`src/rtl/frame_pkg.sv`:
```
// Shared types for the packed-frame byte link (serializer and deserializer).
package frame_pkg;

  localparam int unsigned LEN_W = 6;

  typedef enum logic [1:0] {TAG_DATA, TAG_CTRL, TAG_STAT, TAG_RSVD} tag_e;

  typedef struct packed {
    tag_e             tag;
    logic [LEN_W-1:0] len;
  } hdr_t;

  typedef enum logic [1:0] {S_IDLE, S_HDR, S_PAY} ser_state_e;

  // Requested length clamped to the payload capacity of the word.
  function automatic logic [LEN_W-1:0] eff_len(input logic [LEN_W-1:0] len,
                                               input int unsigned       max_len);
    if (32'(len) > max_len) return LEN_W'(max_len);
    return len;
  endfunction

endpackage

```
`src/rtl/frame_serializer.sv`:
```
// Word-to-byte frame serializer: emits a header byte, then payload bytes LSB first.
module frame_serializer
  import frame_pkg::*;
#(
  parameter int unsigned DATA_BYTES = 4
) (
  input  logic                    clk,
  input  logic                    rst,
  input  logic                    in_valid,
  output logic                    in_ready,
  input  logic [1:0]              in_tag,
  input  logic [5:0]              in_len,
  input  logic [DATA_BYTES*8-1:0] in_data,
  output logic                    out_valid,
  input  logic                    out_ready,
  output logic [7:0]              out_data,
  output logic                    out_first,
  output logic                    out_last
);

  localparam int unsigned CNT_W = $clog2(DATA_BYTES + 1);

  ser_state_e                  state_q, state_d;
  tag_e                        tag_q, tag_d;
  logic [LEN_W-1:0]            len_q, len_d;
  logic [DATA_BYTES-1:0][7:0]  data_q, data_d;
  logic [CNT_W-1:0]            cnt_q, cnt_d;

  logic       accept;
  logic       done;
  logic       byte_last;
  logic [7:0] pay_byte;
  hdr_t       hdr;

  always_ff @(posedge clk) begin
    if (rst) begin
      state_q <= S_IDLE;
      tag_q   <= TAG_DATA;
      len_q   <= '0;
      data_q  <= '0;
      cnt_q   <= '0;
    end else begin
      state_q <= state_d;
      tag_q   <= tag_d;
      len_q   <= len_d;
      data_q  <= data_d;
      cnt_q   <= cnt_d;
    end
  end

  always_comb begin
    pay_byte = '0;
    for (int unsigned i = 0; i < DATA_BYTES; i++) begin
      if (32'(cnt_q) == i) pay_byte = data_q[i];
    end
  end

  assign byte_last = (LEN_W'(cnt_q) == (len_q - 6'd1));
  assign hdr       = '{tag: tag_q, len: len_q};

  always_comb begin
    state_d = state_q;
    tag_d   = tag_q;
    len_d   = len_q;
    data_d  = data_q;
    cnt_d   = cnt_q;
    case (state_q)
      S_HDR: begin
        if (out_ready) state_d = (len_q != '0) ? S_PAY : S_IDLE;
      end
      S_PAY: begin
        if (out_ready) begin
          if (byte_last) state_d = S_IDLE;
          else           cnt_d   = cnt_q + CNT_W'(1);
        end
      end
      default: ;
    endcase
    // A frame accepted on the completing handshake skips IDLE entirely.
    if (accept) begin
      state_d = S_HDR;
      tag_d   = tag_e'(in_tag);
      len_d   = eff_len(in_len, DATA_BYTES);
      data_d  = in_data;
      cnt_d   = '0;
    end
  end

  always_comb begin
    out_valid = 1'b0;
    out_first = 1'b0;
    out_last  = 1'b0;
    out_data  = '0;
    case (state_q)
      S_HDR: begin
        out_valid = 1'b1;
        out_first = 1'b1;
        out_last  = (len_q == '0);
        out_data  = hdr;
      end
      S_PAY: begin
        out_valid = 1'b1;
        out_last  = byte_last;
        out_data  = pay_byte;
      end
      default: ;
    endcase
    done     = out_valid && out_ready && out_last;
    in_ready = (state_q == S_IDLE) || done;
    accept   = in_valid && in_ready;
  end

endmodule
```
`config.mk`:
```
export PLATFORM = sky130hd
export DESIGN_NAME = frame_serializer
export DESIGN_NICKNAME = d
export VERILOG_FILES = /design/src/rtl/frame_pkg.sv /design/src/rtl/frame_serializer.sv
export SDC_FILE = /design/constraint.sdc
export NUM_CORES = 1
export LEC_CHECK = 0
export ABC_AREA = 1
export CORE_MARGIN = 5
export CORE_UTILIZATION = 45
export DETAILED_ROUTE_END_ITERATION = 10
export PLACE_DENSITY = 0.72
export SYNTH_ARGS = -nofsm -noshare
export SYNTH_HDL_FRONTEND = slang
export SYNTH_SLANG_ARGS = --single-unit
```
`constraint.sdc`:
```
create_clock -name clk -period 3.77 [get_ports clk]
set_clock_uncertainty 0.1 [all_clocks]
set_input_delay 0.5655 -clock clk [delete_from_list [all_inputs] [get_ports clk]]
set_output_delay 0.5655 -clock clk [all_outputs]
set_load 0.02 [all_outputs]
```
== Yosys cells after proc, flatten, opt, wreduce, memory -nomap -nowiden ==
Index checks and enable logic that the tools add are counted.

* Flip-flop bits (word level): 45
* Input bits: 44
* Output and inout port bits: 12
* Logic and storage cells: 58

* $add $sub $neg: 2
* $lt $le $gt $ge: 1
* Equality and inequality tests: 12
* Muxes and demuxes: 18
* Bitwise gates (word level): 1
* Reduce and logical (&&, ||, !) cells: 15

{| class="wikitable"
|+ Operators with widths
! operator !! count
|-
| two-way mux 8 bit || 4
|-
| one-hot mux 8 bit (2 select lines) || 1
|-
| two-way mux 6 bit || 2
|-
| inequality test 3 bit (second input constant) || 3
|-
| two-way mux 2 bit || 4
|-
| AND reduction 4 bit || 2
|-
| == test 3 x 2 -> 1 bit (second input constant) || 2
|-
| == test 3 x 6 -> 1 bit || 1
|-
| > comparator 6 x 3 -> 1 bit (second input constant) || 1
|-
| logical NOT 6 bit || 1
|-
| inequality test 2 bit (second input constant) || 3
|-
| nonzero test 6 bit || 1
|-
| subtractor 6 x 1 -> 6 bit (second input constant) || 1
|-
| two-way mux 1 bit || 5
|-
| one-hot mux 2 bit (2 select lines) || 1
|-
| OR reduction 2 bit || 2
|-
| adder 3 x 1 -> 3 bit (second input constant) || 1
|-
| == test 3 x 1 -> 1 bit (second input constant) || 1
|-
| logical AND 1 bit || 3
|-
| logical NOT 3 bit || 1
|-
| AND reduction 3 bit || 1
|-
| nonzero test 3 bit || 1
|-
| == test 2 x 1 -> 1 bit (second input constant) || 1
|-
| == test 2 bit (second input constant) || 1
|-
| other kinds (5) || 5
|}

== Depth between registers and ports, before layout ==
Gate-level depths: netlist of run 1.

* Depth in word-level cells: 9
* Depth in mapped cells: 17
* Mapped depth without buffers: 16

== Worst setup path before layout of run 1 ==
No wires, ideal clock.

* Path kind: reg-to-output
* Start: reg cnt_q[1]
* End: out out_data[5]
* Arrival time: 1,762 ps
* Data required time: 3,104 ps
* Setup slack: 1,342 ps
* Stages on the path, launching flop included: 9
* Buffers on the path: 0
* Cells stage by stage: dfxtp_1 inv_1 ha_1 clkinv_1 nor2_1 a21oi_1 o211ai_1 o211ai_1 a21oi_1

* Word-level cells in the longest chain between the ends: 6
* Elaborated cells on any way between the ends: 9
* Those cells by class: eq/ne: 3; mux: 5; reduce/logical: 1

{| class="wikitable"
|+ Ends and longest elaborated chain
! item !! RTL line !! RTL
|-
| start: declaration || frame_serializer.sv:27 || <nowiki>logic [CNT_W-1:0] cnt_q, cnt_d;</nowiki>
|-
| start signal: assignment || frame_serializer.sv:47 || <nowiki>cnt_q <= cnt_d;</nowiki>
|-
| logical NOT 3 bit || frame_serializer.sv:54 || <nowiki>if (32'(cnt_q) == i) pay_byte = data_q[i];</nowiki>
|-
| two-way mux 8 bit (3 in series) || frame_serializer.sv:54 ||
|-
| two-way mux 8 bit (*) || frame_serializer.sv:54 ||
|-
| one-hot mux 8 bit (2 select lines) (*) || frame_serializer.sv:94 || <nowiki>case (state_q)</nowiki>
|-
| end: declaration || frame_serializer.sv:16 || <nowiki>output logic [7:0] out_data,</nowiki>
|}

Every way passes the cells marked *; elsewhere a longest branch is shown, timed or not.

== Final worst setup path of run 1 ==
* Start: reg cnt_q[1]
* End: out out_data[2]

Same word-level chain as after synthesis.

==> results.toml, run 1 <==
[critical_path]
cp.required_ns = 3.10
cp_max_fo = 9
arrival_ns = 2.80
slowest_stage = "clkdlybuf4s50_1"
worst_setup_path_start_kind = "register"
cpPeakStageDelay_ns = 0.62
reg2reg_slack_ns = 0.90
path_cells = "inv_1 -> ha_1 -> clkinv_1 -> nor2_1 -> a21oi_1 -> o211ai_1 -> o211ai_1 -> a21oi_1 -> clkdlybuf4s50_1"
path_class = "reg2out"
endpoint_kind = "primary output"

[power]
internal_power_mw = 0.851
power.density_nw_per_um2 = 370
ir_drop_v = 0.000168
power.share.combinational_pct = 22.4
leakage_nw = 1.33
clkPwrFrac_pct = 31.9
pwr-share-seq_pct = 45.8
p_switching_mw = 0.341
switching_share_pct = 28.6

[die]
io_pins = 56
initial_core_util_pct = 46.8
rows = 27
coreArea_um2 = 5540
die_area_um2 = 7380
fp.dieH_um = 85.9
dieWidth_um = 85.9

[synthesis]
ys_seq_area_share_pct = 34.7
syn_avg_cell_area_um2 = 6.84
yosysWarnings = 0
synthCells = 379
netlist_area_um2 = 2590
synth-seq-cells = 45
syn-num-nets = 432
synth.distinct_cells = 22

[min_path]
min_path_type = "reg2reg"

[sta]
worst_slew_pin_slew_ns = 0.760
worst_slack_ns = 0.304
drv_slew = 0
fmax_ghz = 0.289
relSlewSlack_pct = 49.3
fin_crit_sh_pct = 91.9
period_minus_slack_ns = 3.47
hold_violations = 0
setup_viol = 0
fin_tns_setup_ns = 0
rsz0062_at_grt = "no"

[detailed_routing]
ant_nets = 0
wl_met3_um = 419
num_vias = 2562
drc = 0
route.met2.wl_mm = 3.03
vias_per_cell = 5.20
wire_per_inst_um = 13.6
dr.pass1.iters = 4
wl_mm = 6.73
drt_iter0_drc = 205
wl_met1_mm = 3.14
top_layer_used = "met4"

[clocking]
cts_tree = "done"
cts_max_path_buffers = 2
cts.sinks = 45
postCtsSetupRepairBufs = 0
clk_pin_slew_ns = 0.08
clock_latency_ns = 0.30
clock-root-buffer = "clkbuf_8"
holdBufCountCts = 0
cts_max_level = 2
numCtsBuffers = 5
cts.repair.resized = 0

[finish]
drive_above_1_share_pct = 4.51
area_growth_pct = 24.4
fin_area_um2 = 3230
fillers = 564
nets = 473
n_antenna_cell = 0
finish.cell_count_without_fillers = 493
multiInputGateArea_um2 = 1450
seqCellArea_um2 = 901

[place]
placed_cell_area_um2 = 3110
place_inst = 485
place_ws_ns = 0.683
dp_hpwl_mm = 4.95
gp_congestion = 0.922
port_buffers = 55

[global_routing]
grt_pass1_vias = 2381
grt_start_max_net_pins = 74
gr-total-overflow = 0
grt_pass1_wl_mm = 11.1
antenna_found_initial = 0
grt_use_total_pct = 18.5

[run]
drv_cap = 0

[run_status]
run_status = "complete, no violations"
metrics by stage:
stage | hold WS (ns) | utilization [%] | power, mW
after floorplan | 0.347 | - | 0.739
after global placement | 0.363 | 56.1 | 0.816
after detailed placement | 0.382 | 56.1 | 0.822
after CTS | 0.396 | 58.2 | 1.20
after global routing | 0.417 | 58.2 | 1.26
final | 0.397 | 58.2 | 1.19
cell usage in the layout, fill, tap and decap left out, types with 2 or more instances in the layout:
master | netlist | final
ha_1 | 9 | 9
nand3_1 | 9 | 9
clkdlybuf4s50_1 | 0 | 54
inv_1 | 21 | 21
inv_2 | 2 | 2
a21oi_1 | 57 | 57
o211ai_1 | 17 | 17
nand3b_1 | 34 | 34
clkbuf_8 | 0 | 6
nand4_1 | 2 | 2
dfxtp_1 | 45 | 45
clkinv_1 | 2 | 2
o21ai_0 | 2 | 2
buf_4 | 0 | 3
nand2_1 | 88 | 87
nor2_2 | 2 | 2
nor2_1 | 60 | 60
nand2_2 | 2 | 3
worst paths after layout:
path	from	end	depth (start not counted)
min reg2reg	data_q[24]	data_q[24]	2
max	cnt_q[1]	out_data[2]	9
min	data_q[24]	data_q[24]	2
max reg2reg	len_q[0]	state_q[1]	15
state kept, by name, indices dropped and copies added, names as in the netlist:
name and flops:
state_q 2, len_q 6, data_q 32, cnt_q 3
tag_q 2
Yosys cell counts:
| cell type | number | area [um^2] |
|---|---|---|
| nand2_1 | 88 | 330 |
| buf_1 | 8 | 30.0 |
| and2_1 | 1 | 6.26 |
| o21ai_0 | 2 | 10.0 |
| inv_2 | 2 | 7.51 |
| buf_2 | 4 | 20.0 |
| ha_1 | 9 | 113 |
| dfxtp_1 | 45 | 901 |
| nand4_1 | 2 | 12.5 |
| nand3b_1 | 34 | 255 |
| xor2_1 | 1 | 8.76 |
| buf_6 | 7 | 78.8 |
| nor2_2 | 2 | 12.5 |
| nor4_1 | 1 | 6.26 |
| nand3_1 | 9 | 45.0 |
| o211ai_1 | 17 | 128 |
| a21oi_1 | 57 | 285 |
| nor2_1 | 60 | 225 |
| nand2_2 | 2 | 12.5 |
| inv_1 | 21 | 78.8 |
| clkbuf_1 | 5 | 18.8 |
| clkinv_1 | 2 | 7.51 |
critical path: cells and delay by family (launching register included):
family | cells | cell delay (ns)
AND/OR/NAND/NOR | 1 | 0.49
buffers and inverters | 3 | 0.89
AO/OA/AOI/OAI | 4 | 0.62
adder cells (fa/ha/maj) | 1 | 0.14
flip-flops | 1 | 0.36
cell families (layout without fill, tap and decap cells):
| logic type | count (synthesis) | count (layout) | share of synthesized area, % |
|---|---|---|---|
| AOI/OAI and AO/OA | 76 | 76 | 16.3 |
| xor gates and xnor gates | 1 | 1 | 0.338 |
| adders and majority gates | 9 | 9 | 4.34 |
| buffers and inverters | 49 | 91 | 9.32 |
| DFF | 45 | 45 | 34.7 |
| and+or+nand+nor | 199 | 199 | 34.9 |
cell type report:
class	count	area share, %
clock buffers	6	2.56
flip-flops and latches	45	27.9
clock inverters	2	1.16
multi-input cells	285	45.0
well taps	72	2.79
inverters	25	2.91
repair buffers	58	17.6
power by group through the flow:
stage          logic, mW  clock network, mW  registers (mW)
2_1_floorplan      0.196                  0           0.543
3_3_place_gp       0.261                  0           0.555
3_5_place_dp       0.266                  0           0.556
4_1_cts            0.268              0.386           0.545
5_1_grt            0.301              0.410           0.550
6_report           0.267              0.380           0.545
layer usage:
metal | track usage [%] | up-vias
li1 | - | 1328
met1 | 25.0 | 1148
met5 | 0 | -
met2 | 29.5 | 75
met4 | 5.76 | 0
met3 | 3.94 | 11
Note: power is estimated with default switching activity, not from simulation.
==> run 2, diff against run 1 <==
CELL_PAD_IN_SITES_DETAIL_PLACEMENT = 1   (was default)
CELL_PAD_IN_SITES_GLOBAL_PLACEMENT = 1   (was default)
CORE_UTILIZATION = 38   (was 45)
HOLD_SLACK_MARGIN = 0.12   (was default)
PLACE_DENSITY = default   (was 0.72)
PLACE_DENSITY_LB_ADDON = 0.1   (was default)
SLEW_MARGIN = 20   (was default)
==> run 2 against run 1 <==
Against the previous run: count of clock-buffer cells in the layout stayed put; first-iteration DRC count is 54% lower; worst hold slack worse by 0.010 ns; die area is 16% higher; global-route usage is 0.54 points lower; critical path depth stayed put; worst setup slack better by 0.049 ns; critical endpoint is now out_data[6]; largest cell class unchanged; largest power group unchanged.
==> results.toml, run 2 (synthesis results as in run 1) <==
[run_status]
run_status = "complete, no violations"

[finish]
largest_register_ffs = 32
nets = 473
n_antenna_cell = 0
regMostFlops = "data_q"
drive_above_1_share_pct = 4.51
fin_area_um2 = 3230
finish.cell_count_without_fillers = 501
final_core_util_pct = 48.1
final_cell_mix = "87 x nand2_1, 59 x nor2_1, 57 x a21oi_1"
top_regs = "data_q: 32 flops, len_q: 6 flops, cnt_q: 3 flops"
mostFrequentLayoutCell = "nand2_1"
area_growth_pct = 24.6

[detailed_routing]
vias_per_cell = 5.09
drc = 0
ant_nets = 0
num_vias = 2551
drt_iter0_drc = 94
dr.pass1.iters = 4
wire_per_inst_um = 15.1
wl_mm = 7.56

[critical_path]
cp_max_fo = 9
worst_setup_path_start_kind = "register"
endpoint_kind = "primary output"
arrival_ns = 2.75
reg2reg_slack_ns = 0.83
cp.required_ns = 3.10
path_class = "reg2out"

[clocking]
holdBufCountCts = 0
cts_max_level = 2
cts.sinks = 45
clock_latency_ns = 0.31
cts_tree = "done"
cts_max_path_buffers = 2
clk_pin_slew_ns = 0.09
postCtsSetupRepairBufs = 0
numCtsBuffers = 5
clock-root-buffer = "clkbuf_8"

[power]
power.density_nw_per_um2 = 368
p_total_mw = 1.19
leakage_nw = 1.32
ir_drop_v = 0.000180

[place]
place_inst = 493
placed_cell_area_um2 = 3120
port_buffers = 55
gp_congestion = 0.887
dp_hpwl_mm = 5.58
place_ws_ns = 0.513

[die]
coreArea_um2 = 6720
io_pins = 56
initial_core_util_pct = 38.6
die_area_um2 = 8570
dieWidth_um = 92.6
fp.dieH_um = 92.6
rows = 30

[sta]
relSlewSlack_pct = 35.0
fmax_ghz = 0.293
period_minus_slack_ns = 3.42
worst_slew_pin_slew_ns = 0.966
drv_slew = 0
holdWs_ns = 0.387
hold_violations = 0
fin_tns_setup_ns = 0
fin_crit_sh_pct = 90.6
worst_slack_ns = 0.353
rsz0062_at_grt = "no"
setup_viol = 0

[run]
drv_cap = 0

[global_routing]
grt_pass1_vias = 2520
gr-total-overflow = 0
grt_pass1_wl_mm = 12.3
grt_use_total_pct = 18.0
antenna_found_initial = 0
grt_start_max_net_pins = 74

[min_path]
min_path_type = "reg2reg"
==> run 2: cell types whose count changed in the layout (fill, tap and decap cells not counted) <==
| cell | before | now |
|---|---|---|
| nor2_2 | 2 | 3 |
| clkbuf_1 | 0 | 1 |
| nor2_1 | 60 | 59 |
| clkinvlp_4 | 1 | 0 |
| clkinv_4 | 0 | 1 |
| clkbuf_8 | 6 | 5 |
==> run 2: timing repair <==
item / in CTS / in global routing
endpoints found under the hold margin: 0 / 0
resized for setup: 0 / 1
setup endpoints to repair: 0 / 5
==> run 2: per-layer routing <==
| metal | up-vias | wire length (um) | global-route usage, % |
|---|---|---|---|
| met3 | 9 | 320 | 3.74 |
| li1 | 1327 | - | - |
| met5 | - | 0 | 0 |
| met2 | 47 | 3510 | 29.5 |
| met1 | 1168 | 3640 | 23.7 |
| met4 | 0 | 97 | 5.07 |
==> run 2: final cells by class <==
type	count	area (um^2)
clock buffers	6	72.6
well taps	80	100
clock inverters	2	38.8
multi-input cells	285	1460
fillers	890	3490
inverters	25	93.8
flip-flops and latches	45	901
repair buffers	58	568
==> run 2: report_power, final <==
part / leakage [nW] / total (mW) / internal [mW] / switching (mW)
clock: 0.0554 / 0.375 / 0.199 / 0.176
combinational: 0.897 / 0.270 / 0.120 / 0.150
sequential: 0.372 / 0.543 / 0.515 / 0.0283
==> run 2: final timing paths <==
kind / from / to / cells past startpoint
max reg2reg: len_q[0] / cnt_q[1] / 15
max: cnt_q[1] / out_data[6] / 9
min reg2reg: data_q[17] / data_q[17] / 2
min: data_q[17] / data_q[17] / 2
==> run 2: critical path, stage by stage, from the launching register on <==
cell and delay [ns]:
dfxtp_1 0.39, inv_1 0.11, ha_1 0.15, clkinv_1 0.21
nor2_2 0.37, a21oi_1 0.14, o211ai_1 0.17, o211ai_1 0.12
a21oi_1 0.16, clkdlybuf4s50_1 0.63
